$ cat src/rtl/seq_alu.sv
// Registered WIDTH-bit ALU with a valid/ready handshake on each side.
// Shifts run one bit per cycle. MUL is an iterative shift-add.
module seq_alu #(
  parameter int WIDTH = 8
) (
  input  logic             clk,
  input  logic             rst,
  input  logic             in_valid,
  output logic             in_ready,
  input  logic [WIDTH-1:0] a,
  input  logic [WIDTH-1:0] b,
  input  logic [3:0]       aluMode,
  output logic             out_valid,
  input  logic             out_ready,
  output logic [WIDTH-1:0] s,
  output logic [WIDTH-1:0] s_hi,
  output logic             flag_z,
  output logic             flag_n,
  output logic             flag_c,
  output logic             flag_v,
  output logic             err
);

  localparam int SH = $clog2(WIDTH);
  localparam int CW = SH + 1;

  localparam logic [3:0] OP_NOT = 4'b0001;
  localparam logic [3:0] OP_ADD = 4'b0011;
  localparam logic [3:0] OP_SUB = 4'b0100;
  localparam logic [3:0] OP_AND = 4'b0101;
  localparam logic [3:0] OP_OR  = 4'b0110;
  localparam logic [3:0] OP_XOR = 4'b0111;
  localparam logic [3:0] OP_SHL = 4'b1000;
  localparam logic [3:0] OP_SHR = 4'b1001;
  localparam logic [3:0] OP_CLR = 4'b1010;
  localparam logic [3:0] OP_MUL = 4'b1011;

  typedef enum logic [1:0] {IDLE, BUSY, DONE} state_t;

  state_t             state_q, state_d;
  logic               isMul_q, isMul_d;
  logic               shl_q, shl_d;
  logic [WIDTH-1:0]   mcand_q, mcand_d;
  logic [2*WIDTH-1:0] acc_q, acc_d;
  logic [CW-1:0]      cnt_q, cnt_d;
  logic [WIDTH-1:0]   s_q, s_d;
  logic [WIDTH-1:0]   shi_q, shi_d;
  logic               z_q, z_d, n_q, n_d, c_q, c_d, v_q, v_d, err_q, err_d;

  logic [WIDTH:0]     addRes, subRes, mulSum;
  logic [WIDTH-1:0]   res;
  logic [2*WIDTH-1:0] accNext;
  logic [SH-1:0]      shAmt;
  logic               cOut, vOut, illegal;

  assign addRes = {1'b0, a} + {1'b0, b};
  assign subRes = {1'b0, a} + {1'b0, ~b} + {{WIDTH{1'b0}}, 1'b1};
  assign shAmt  = b[SH-1:0];

  always_comb begin
    state_d = state_q;
    isMul_d = isMul_q;
    shl_d   = shl_q;
    mcand_d = mcand_q;
    acc_d   = acc_q;
    cnt_d   = cnt_q;
    s_d     = s_q;
    shi_d   = shi_q;
    z_d     = z_q;
    n_d     = n_q;
    c_d     = c_q;
    v_d     = v_q;
    err_d   = err_q;
    res     = '0;
    cOut    = 1'b0;
    vOut    = 1'b0;
    illegal = 1'b0;
    mulSum  = '0;
    accNext = acc_q;

    case (state_q)
      IDLE: begin
        if (in_valid) begin
          state_d = DONE;
          case (aluMode)
            OP_NOT: res = ~a;
            OP_ADD: begin
              res  = addRes[WIDTH-1:0];
              cOut = addRes[WIDTH];
              vOut = (a[WIDTH-1] == b[WIDTH-1]) && (res[WIDTH-1] != a[WIDTH-1]);
            end
            OP_SUB: begin
              res  = subRes[WIDTH-1:0];
              cOut = subRes[WIDTH];
              vOut = (a[WIDTH-1] != b[WIDTH-1]) && (res[WIDTH-1] != a[WIDTH-1]);
            end
            OP_AND: res = a & b;
            OP_OR:  res = a | b;
            OP_XOR: res = a ^ b;
            OP_CLR: res = '0;
            OP_SHL, OP_SHR: begin
              res = a;
              // A zero shift amount finishes immediately with s=a and C=0.
              if (shAmt != '0) begin
                state_d = BUSY;
                acc_d   = {{WIDTH{1'b0}}, a};
                cnt_d   = {1'b0, shAmt};
                shl_d   = (aluMode == OP_SHL);
                isMul_d = 1'b0;
              end
            end
            OP_MUL: begin
              state_d = BUSY;
              acc_d   = {{WIDTH{1'b0}}, b};
              mcand_d = a;
              cnt_d   = CW'(WIDTH);
              isMul_d = 1'b1;
            end
            default: illegal = 1'b1;
          endcase
          if (state_d == DONE) begin
            s_d   = res;
            shi_d = '0;
            z_d   = !illegal && (res == '0);
            n_d   = res[WIDTH-1];
            c_d   = cOut;
            v_d   = vOut;
            err_d = illegal;
          end
        end
      end

      BUSY: begin
        cnt_d = cnt_q - CW'(1);
        // Multiply step: conditionally add the multiplicand to the upper half, then shift right.
        if (isMul_q) begin
          mulSum  = {1'b0, acc_q[2*WIDTH-1:WIDTH]} + (acc_q[0] ? {1'b0, mcand_q} : '0);
          accNext = {mulSum, acc_q[WIDTH-1:1]};
        end else if (shl_q) begin
          accNext = {{WIDTH{1'b0}}, acc_q[WIDTH-2:0], 1'b0};
          cOut    = acc_q[WIDTH-1];
        end else begin
          accNext = {{WIDTH{1'b0}}, 1'b0, acc_q[WIDTH-1:1]};
          cOut    = acc_q[0];
        end
        acc_d = accNext;
        if (cnt_q == CW'(1)) begin
          state_d = DONE;
          s_d     = accNext[WIDTH-1:0];
          shi_d   = isMul_q ? accNext[2*WIDTH-1:WIDTH] : '0;
          z_d     = (accNext[WIDTH-1:0] == '0);
          n_d     = accNext[WIDTH-1];
          c_d     = isMul_q ? (accNext[2*WIDTH-1:WIDTH] != '0) : cOut;
          v_d     = 1'b0;
          err_d   = 1'b0;
        end
      end

      DONE: begin
        if (out_ready) state_d = IDLE;
      end

      default: state_d = IDLE;
    endcase
  end

  always_ff @(posedge clk) begin
    if (rst) begin
      state_q <= IDLE;
      isMul_q <= 1'b0;
      shl_q   <= 1'b0;
      mcand_q <= '0;
      acc_q   <= '0;
      cnt_q   <= '0;
      s_q     <= '0;
      shi_q   <= '0;
      z_q     <= 1'b0;
      n_q     <= 1'b0;
      c_q     <= 1'b0;
      v_q     <= 1'b0;
      err_q   <= 1'b0;
    end else begin
      state_q <= state_d;
      isMul_q <= isMul_d;
      shl_q   <= shl_d;
      mcand_q <= mcand_d;
      acc_q   <= acc_d;
      cnt_q   <= cnt_d;
      s_q     <= s_d;
      shi_q   <= shi_d;
      z_q     <= z_d;
      n_q     <= n_d;
      c_q     <= c_d;
      v_q     <= v_d;
      err_q   <= err_d;
    end
  end

  assign in_ready  = (state_q == IDLE) && !rst;
  assign out_valid = (state_q == DONE);
  assign s         = s_q;
  assign s_hi      = shi_q;
  assign flag_z    = z_q;
  assign flag_n    = n_q;
  assign flag_c    = c_q;
  assign flag_v    = v_q;
  assign err       = err_q;

endmodule

$ cat config.mk
export PLATFORM = sky130hd
export DESIGN_NAME = seq_alu
export DESIGN_NICKNAME = d
export VERILOG_FILES = /design/src/rtl/seq_alu.sv
export SDC_FILE = /design/constraint.sdc
export NUM_CORES = 1
export LEC_CHECK = 0
export BUFFER_PORTS_ARGS = -buffer_cell sky130_fd_sc_hd__buf_2
export CAP_MARGIN = 15
export CORE_MARGIN = 8
export CORE_UTILIZATION = 55
export CTS_BUF_LIST = sky130_fd_sc_hd__clkbuf_2
export DETAILED_ROUTE_END_ITERATION = 10
export GPL_ROUTABILITY_DRIVEN = 0
export PLACE_DENSITY = 0.78
export RECOVER_POWER = 50
export SLEW_MARGIN = 5
export SYNTH_ARGS = -nofsm -noshare
export SYNTH_HDL_FRONTEND = slang
export SYNTH_SLANG_ARGS = --single-unit
$ cat constraint.sdc
create_clock -name clk -period 3.1 [get_ports clk]
set_clock_uncertainty 0.15 [all_clocks]
set_input_delay 0.465 -clock clk [delete_from_list [all_inputs] [get_ports clk]]
set_output_delay 0.465 -clock clk [all_outputs]
set_load 0.01 [all_outputs]
==> metrics.txt, run 1 <==
outcome=completed; TritonCTS clock tree=yes; internal power=0.001024 W; I/O pins=47; RR Startpoint=acc_q[0]; LEAKAGE=2.116 nW; clk buf depth=2; Post-DRT Antenna Nets=0; sequential power share=0.465; cell chain of the critical path=buf_2 > inv_6 > ha_4 > fa_2 > or3_4 > and3_4 > a221o_1 > a222oi_1 > nand4_1 > or4_1 > nand3_1; Worst-Margin Slew=1.024 ns; Power Density=313.0 nW/um^2; vias per cell=6.122; origin of the worst min-delay path=out_ready; VDD IR max=165.6 uV; First-pass DRT Iterations=7; sequential area share after synthesis=0.2423; count leader, synth=nor2_1; FF+latch count, synth=52; Clock Latency Late Sink=0.45 ns; warnings from Yosys=0; Hold Violations, Final=0; n_diodes=0; initial antenna violation count=0; CP Launch Type=primary input; layout cells sized above 1=0.1630; fin util=0.6371; die height=104.4 um; Worst path slowest cell=or4_1; clk sink count=52; number of flops mapped to enable cells by yosys=0; hold_buf cts=0; placement row count=32; post-CTS setup buffers=0; setup ws final=0.1508 ns; Final Max Tran Viols=0; RSZ-0062 raised after global routing=false; hold_ws=0.08353 ns; Tmin final=2.949 ns; Routed Wire Length=12660 um; Final Cell Area=4872 um^2; busiest grt layer=met2; Finish-stage setup viols=0; Synth cell types=79; met1 GRT Util=0.2869; combinational share of power=0.305; largest net degree at the start of global routing=30; Rel. slew slack=0.3145; mean area per synthesized cell=7.421 um^2; worst-path maximum fanout=2; Largest delay share family, worst path=simple AND/OR/NAND/NOR gates; DRT iter0 DRCs=478; CTS HTree Levels=2; met2 usage=0.3670; WP data arrival=3.21 ns; predominant post-synthesis flop cell=dfxtp_1; Req. time, crit path=3.37 ns; Net Switching=0.0005014 W; Mapped Area=4297 um^2; Die X=104.4 um; Fmax=339.1 MHz; Total GRT Usage=0.2233; crit path from=a[0]; worst setup path class=in -> reg; nets@finish=704; die footprint=10900 um^2; Switching Share=0.3288; met3 usage=0.03532; dominant cell type by area after synthesis=dfxtp_1; vias in the first global route=4285; Clk pwr share=0.230; dpl ws=-0.3216 ns; DR DRC count=0; crit share post-route=0.9513; TritonCTS buffer count=5; WL/cell=16.97 um; syn nets=640; Layout Area Growth over Synthesis=13.40%; Root Buffer=clkbuf_2; core footprint=7647 um^2; Synth top cells by count=nor2_1 (78), a21oi_1 (65), nand2_1 (61); Gate Count Post-Synth=579; CP max stage delay=0.53 ns; GRT overflow=0; Initial Util=0.5618; Synth async-reset ratio=0; Synth area leaders=dfxtp_1 (24%), ha_1 (9.9%), a21oi_1 (7.6%); first-pass GRT wire length=20690 um; Area after DPL=4837 um^2; area share of the largest cell type after synthesis=0.2423; dpl hpwl=9734 um; Worst setup EP type=flop; Port Buf Inserts=46; Worst Hold Class=in -> reg; DR vias=4567; Clock transition at path regs=0.27 ns; maxcap violations=0; CP Buf/Inv Count=2
==> flip-flops by register name (all words and copies together), names as in the netlist, 2 cells and up <==
name / flops
mcand_q: 8
state_q: 2
acc_q: 16
cnt_q: 4
s: 7
s_hi: 8
==> metrics by stage <==
stage	TNS, ns	std cells	total power (W)
2_1_floorplan	0	579	0.001008
6_report	0	746	0.001525
3_5_place_dp	-0.3496	738	0.001177
4_1_cts	0	746	0.001525
3_3_place_gp	-0.2651	738	0.001163
5_1_grt	0	746	0.001608
==> routing by layer <==
metal,routed length [um],part of all wire
met5,0,0
met4,430,0.034
met3,949,0.075
met1,5400,0.43
met2,5876,0.46
==> worst reg2reg max path, delay by kind of cell, from the launching register on <==
kind,cells,cell delay (ns)
DFF,1,0.50
buffers and inverters,1,0.07
adders and majority gates,2,0.61
AOI/OAI and AO/OA,4,0.85
and+or+nand+nor,4,0.65
==> cells by family after synthesis <==
family | Yosys count | synth area share
AO/OA/AOI/OAI | 164 | 0.2467
XOR/XNOR | 8 | 0.01631
adder cells (fa/ha/maj) | 37 | 0.1130
buffers and inverters | 71 | 0.07659
flip-flops | 52 | 0.2423
multiplexers | 10 | 0.02330
AND/OR/NAND/NOR | 237 | 0.2819
==> layout by cell type (no fill, tap or decap), types with 5 or more instances in the layout <==
cell type  count
nor3_1        11
a21oi_1       65
ha_1          33
a22oi_1        9
or3_1          6
nand3_1       10
o21ai_0       22
dfxtp_1       51
mux2i_1       10
nand2b_1      13
or4_1          5
xor2_1         5
a211oi_1       6
buf_2         24
o21a_1         5
nor2b_1        6
clkbuf_2       6
and2_1         9
clkbuf_1      23
buf_4         48
inv_1         30
nand2_1       61
nor4_1         7
a31oi_1        7
nor2_1        78
==> area by class of cell <==
class | instances | area [um^2]
tap | 102 | 127.6
clock buffer | 6 | 30.03
sequential | 52 | 1042
clock inverter | 2 | 35.03
multi-input combinational | 456 | 2942
fill | 712 | 2775
timing repair buffer | 95 | 566.8
inverter | 33 | 128.9
==> what timing repair did <==
action / in CTS / in global routing
gates resized for setup: 0 / 1
endpoints found under the hold margin: 0 / 0
setup endpoints to repair: 0 / 1
==> power by group through the flow <==
stage / clock network [W] / logic (W) / registers [W]
floorplan: 0 / 0.000290 / 0.000718
global placement: 0 / 0.000443 / 0.000720
detailed placement: 0 / 0.000455 / 0.000721
CTS: 0.000358 / 0.000458 / 0.000709
global route: 0.000390 / 0.000505 / 0.000713
finish: 0.000351 / 0.000465 / 0.000709
==> final timing paths <==
check | to | slack, ns | depth (start not counted)
max | flag_z | 0.15 | 11
min | state_q[1] | 0.08 | 3
max reg2reg | flag_c | 0.18 | 11
min reg2reg | s_hi[7] | 0.32 | 2
(Power assumes the default switching activity.)
==> run 2, diff against run 1 <==
CORE_UTILIZATION = 45   (was 55)
PLACE_DENSITY = 0.66   (was 0.78)
SETUP_SLACK_MARGIN = 0.5   (was default)
==> run 2 against run 1 <==
Clock power shrank 21%; final cell count grew 4.3%; via count shrank 0.88%.
==> metrics.txt, run 2 (synthesis gave the netlist of run 1 again) <==
worst-path maximum fanout=13; Clock Latency Late Sink=0.45 ns; die height=113.7 um; layout cells sized above 1=0.1880; WL/cell=16.73 um; initial antenna violation count=0; core footprint=9240 um^2; crit path from=aluMode[1]; Worst setup EP type=flop; Worst Hold Class=in -> reg; crit share post-route=0.9118; r2r worst-path depth=9; non-filler instance count after layout=778; TritonCTS clock tree=yes; outcome=completed; TritonCTS buffer count=5; Hold Violations, Final=0; maxcap violations=0; max reg flops=16; Finish-stage setup viols=0; VDD IR max=183.3 uV; n_diodes=0; area of the multi-input gates=3002 um^2; CTS HTree Levels=2; Initial Util=0.4650; LEAKAGE=2.144 nW; Final Max Tran Viols=0; CP Launch Type=primary input; DRT iter0 DRCs=296; WP data arrival=3.03 ns; RR Startpoint=acc_q[0]; Fill cells=921; Req. time, crit path=3.31 ns; Clk pwr share=0.189; crit path to=cnt_q[3]; dpl hpwl=9883 um; Rel. slew slack=0.5264; GRT overflow=0; first-pass GRT wire length=20880 um; Port Buf Inserts=46; Area after DPL=4883 um^2; Post-DRT Antenna Nets=0; busiest grt layer=met2; Fmax=353.8 MHz; met1 GRT Util=0.2547; Tmin final=2.827 ns; placement row count=35; clk buf depth=2; Final Cell Area=5017 um^2; Worst-Margin Slew=0.7100 ns; most common cell after layout, fill and taps aside=nor2_1; combinational share of power=0.325; setup TNS=0 ns; most frequent cells in the layout=nor2_1 (77), a21oi_1 (64), nand2_1 (61), dfxtp_1 (51), buf_4 (50); total power=0.001457 W; largest net degree at the start of global routing=35; Layout Area Growth over Synthesis=16.77%; met2 usage=0.3199; Power Density=290.5 nW/um^2; Biggest register=acc_q; DR DRC count=0; Net Switching=0.0005093 W; vias per cell=5.819; Root Buffer=clkbuf_2; die footprint=12930 um^2; internal power=0.0009482 W; worst reg2reg path endpoint=flag_c; clk sink count=52; First-pass DRT Iterations=5; DR vias=4527; Reg area=1045 um^2; Routed Wire Length=13020 um; Total GRT Usage=0.1954; Switching Share=0.3494; worst setup path class=in -> reg; fin util=0.5430; Clock transition at path regs=0.24 ns; vias in the first global route=4277; RSZ-0062 raised after global routing=true; sequential power share=0.486; reg2reg setup slack=0.40 ns; I/O pins=47; Die X=113.7 um; met3 usage=0.03328; Inst Count DP=764; hold_buf cts=0; nets@finish=709
==> run 2: cell count changes in the layout (fill, tap and decap cells not counted), sizes merged <==
cell,before,now
clkbuf,29,32
bufinv,1,0
buf,72,74
clkinvlp,0,1
==> run 2: stage by stage <==
step	setup slack [ns]	hold WS [ns]
finish	0.2734	0.09995
global route	0.1635	0.05407
CTS	0.2468	0.09169
detailed placement	-0.3712	0.2925
global placement	-0.2978	0.2885
floorplan	0.009799	0.2906
==> run 2: worst max-delay path, cell delays in order <==
cell	delay (ns)
clkbuf_1	0.51
clkbuf_1	0.48
nor2_1	0.12
buf_4	0.19
a31o_2	0.27
nand2b_1	0.09
and2_0	0.58
a21oi_1	0.08
o22ai_1	0.18
nor3_1	0.06
==> run 2: worst min-delay path by stage <==
| stage | from | end | slack, ns | depth (start not counted) |
|---|---|---|---|---|
| after floorplan | acc_q[10] | acc_q[10] | 0.29 | 2 |
| final | out_ready | state_q[1] | 0.1 | 3 |
| after CTS | out_ready | state_q[1] | 0.09 | 3 |
| after detailed placement | s[1] | s[1] | 0.29 | 2 |
| after global routing | out_ready | state_q[1] | 0.05 | 3 |
| after global placement | s[1] | s[1] | 0.29 | 2 |
==> run 2: repair_timing <==
action	4_1_cts	5_1_grt
buffers inserted	1	5
resized for setup	8	14
pin swaps	6	8
endpoints found under the setup margin	5	5
cloned	0	0
==> run 2: area by class of cell <==
class | instances | share of cell area
Multi-Input combinational cell | 456 | 0.5983
Sequential cell | 52 | 0.2082
Timing Repair Buffer | 100 | 0.1259
Tap cell | 129 | 0.03217
Inverter | 33 | 0.02718
Clock buffer | 6 | 0.005985
Clock inverter | 2 | 0.002244
==> run 2: layer usage <==
metal	share of wire	wire length (um)
met5	0	0
met1	0.45	5883
met3	0.058	756
met2	0.47	6082
met4	0.023	293
==> run 2: power by group through the flow <==
stage          logic, W  registers (W)  clock network, W
6_report       0.000473       0.000708          0.000276
5_1_grt        0.000517       0.000712          0.000309
4_1_cts        0.000464       0.000708          0.000279
3_5_place_dp   0.000459       0.000720                 0
3_3_place_gp   0.000451       0.000719                 0
2_1_floorplan  0.000290       0.000718                 0
==> run 3, diff against run 2 <==
CELL_PAD_IN_SITES_DETAIL_PLACEMENT = 0   (was default)
CELL_PAD_IN_SITES_GLOBAL_PLACEMENT = 1   (was default)
CORE_UTILIZATION = 41   (was 45)
PLACE_DENSITY = default   (was 0.66)
PLACE_DENSITY_LB_ADDON = 0.1   (was default)
==> run 3 against run 2 <==
Total power up 7.9%; worst setup slack worse by 0.051 ns; die area up 8.4%; highest routed layer unchanged; clock-buffer cell count unchanged; sequential cell count unchanged; critical path type unchanged; combinational power up 7.4%; design area up 3.5%.
==> metrics.txt, run 3 (synthesis gave the netlist of run 1 again) <==
worst reg2reg path endpoint=flag_c; DR DRC count=0; Initial Util=0.4200; TritonCTS clock tree=yes; Final Max Tran Viols=0; first-pass GRT wire length=22710 um; clk buf depth=2; setup ws final=0.2228 ns; outcome=completed; CP max stage delay=0.53 ns; dpl hpwl=10900 um; worst setup path class=in -> reg; hold depth=3; Routed Wire Length=13920 um; I/O pins=47; die height=118.4 um; Clk pwr share=0.228; Hold Violations, Final=0; clk sink count=52; fin util=0.5074; n_diodes=0; most frequent cells in the layout=nor2_1 (77), buf_4 (64), a21oi_1 (63), nand2_1 (59), dfxtp_1 (51); TritonCTS buffer count=5; CP Launch Type=primary input; Worst setup EP type=flop; nets@finish=726; internal power=0.001053 W; Reg area=1045 um^2; Worst Hold Class=in -> reg; Fmax=347.6 MHz; Rel. slew slack=0.4857; LEAKAGE=2.238 nW; die footprint=14010 um^2; crit path from=a[0]; GRT overflow=0; DRT iter0 DRCs=315; Fill cells=1067; initial antenna violation count=0; RSZ-0062 raised after global routing=true; Power Density=302.9 nW/um^2; CTS HTree Levels=2; reg2reg setup slack=0.27 ns; Port Buf Inserts=46; placement row count=37; worst-path maximum fanout=2; area of the multi-input gates=3022 um^2; WP data arrival=3.13 ns; Root Buffer=clkbuf_2; sequential power share=0.449; hold_buf cts=0; Clock Latency Late Sink=0.46 ns; Total GRT Usage=0.1953; cell chain of the critical path=buf_12 > inv_12 > ha_4 > fa_2 > or3_4 > and3_4 > a221o_1 > a222oi_1 > nand4_1 > or4_4 > nand3_1; origin of the worst min-delay path=out_ready; core footprint=10230 um^2; Clock transition at path regs=0.24 ns; layout cells sized above 1=0.2147; Worst path slowest cell=or4_4; Biggest register=acc_q; Die X=118.4 um; dpl ws=-0.3814 ns; Req. time, crit path=3.35 ns; RR Startpoint=acc_q[0]; largest net degree at the start of global routing=36; Hold Path End=state_q[1]; Largest delay share family, worst path=simple AND/OR/NAND/NOR gates; Tmin final=2.877 ns; Net Switching=0.0005198 W; maxcap violations=0; Switching Share=0.3306; DR vias=4487; First-pass DRT Iterations=5; CP Buf/Inv Count=2; combinational share of power=0.323; vias per cell=5.595; r2r worst-path depth=12; WL/cell=17.36 um; crit share post-route=0.9281; Layout Area Growth over Synthesis=20.82%; Post-DRT Antenna Nets=0; vias in the first global route=4280; VDD IR max=166.7 uV; Finish-stage setup viols=0; most common cell after layout, fill and taps aside=nor2_1; Worst-Margin Slew=0.7715 ns; max reg flops=16
[run 3: how the worst max path moves through the flow]
stage | depth (start not counted) | slack (ns) | endpoint
after floorplan | 10 | 0.01 | flag_z
after global placement | 11 | -0.35 | flag_z
after detailed placement | 11 | -0.38 | flag_z
after CTS | 11 | 0.26 | flag_z
after global routing | 11 | 0.13 | flag_z
final | 11 | 0.22 | flag_z
[run 3: per-stage QoR]
step / cells / setup TNS, ns / total power [W] / instance area (um^2) / hold slack, ns
after floorplan: 579 / 0 / 0.001008 / 4324 / 0.2906
after global placement: 786 / -0.4035 / 0.001198 / 4992 / 0.2915
after detailed placement: 786 / -0.4717 / 0.001202 / 4992 / 0.2972
after CTS: 799 / 0 / 0.001582 / 5156 / 0.07826
after global routing: 802 / 0 / 0.001666 / 5191 / 0.09613
final: 802 / 0 / 0.001573 / 5191 / 0.1006
[run 3: power groups by stage]
stage,Sequential (W),Combinational (W),Clock [W]
4_1_cts,0.000706,0.000505,0.000371
6_report,0.000706,0.000508,0.000358
2_1_floorplan,0.000718,0.000290,0
5_1_grt,0.000710,0.000556,0.000400
3_5_place_dp,0.000718,0.000484,0
3_3_place_gp,0.000718,0.000480,0
[run 3: layout make-up]
cell class | instances | area share
clock inverters | 2 | 0.006749
multi-input cells | 456 | 0.5821
flip-flops and latches | 52 | 0.2013
well taps | 136 | 0.03278
repair buffers | 117 | 0.1451
clock buffers | 6 | 0.005785
inverters | 33 | 0.02627
[run 3: per-layer routing]
metal | share of wire | up-vias | GRT usage
li1 | - | 2235 | -
met1 | 0.50 | 2123 | 0.2812
met2 | 0.44 | 119 | 0.3055
met3 | 0.051 | 10 | 0.03141
met4 | 0.0056 | 0 | 0.02688
met5 | 0 | - | 0
[run 3: what timing repair did]
item / 4_1_cts / 5_1_grt
setup endpoints to repair: 5 / 10
setup buffers: 5 / 3
cloned: 0 / 0
pin swaps: 9 / 15
gates resized for setup: 16 / 16
[run 3: worst min-delay path: stages]
cell	delay (ns)
buf_2	0.07
nand2b_1	0.08
a21oi_1	0.06
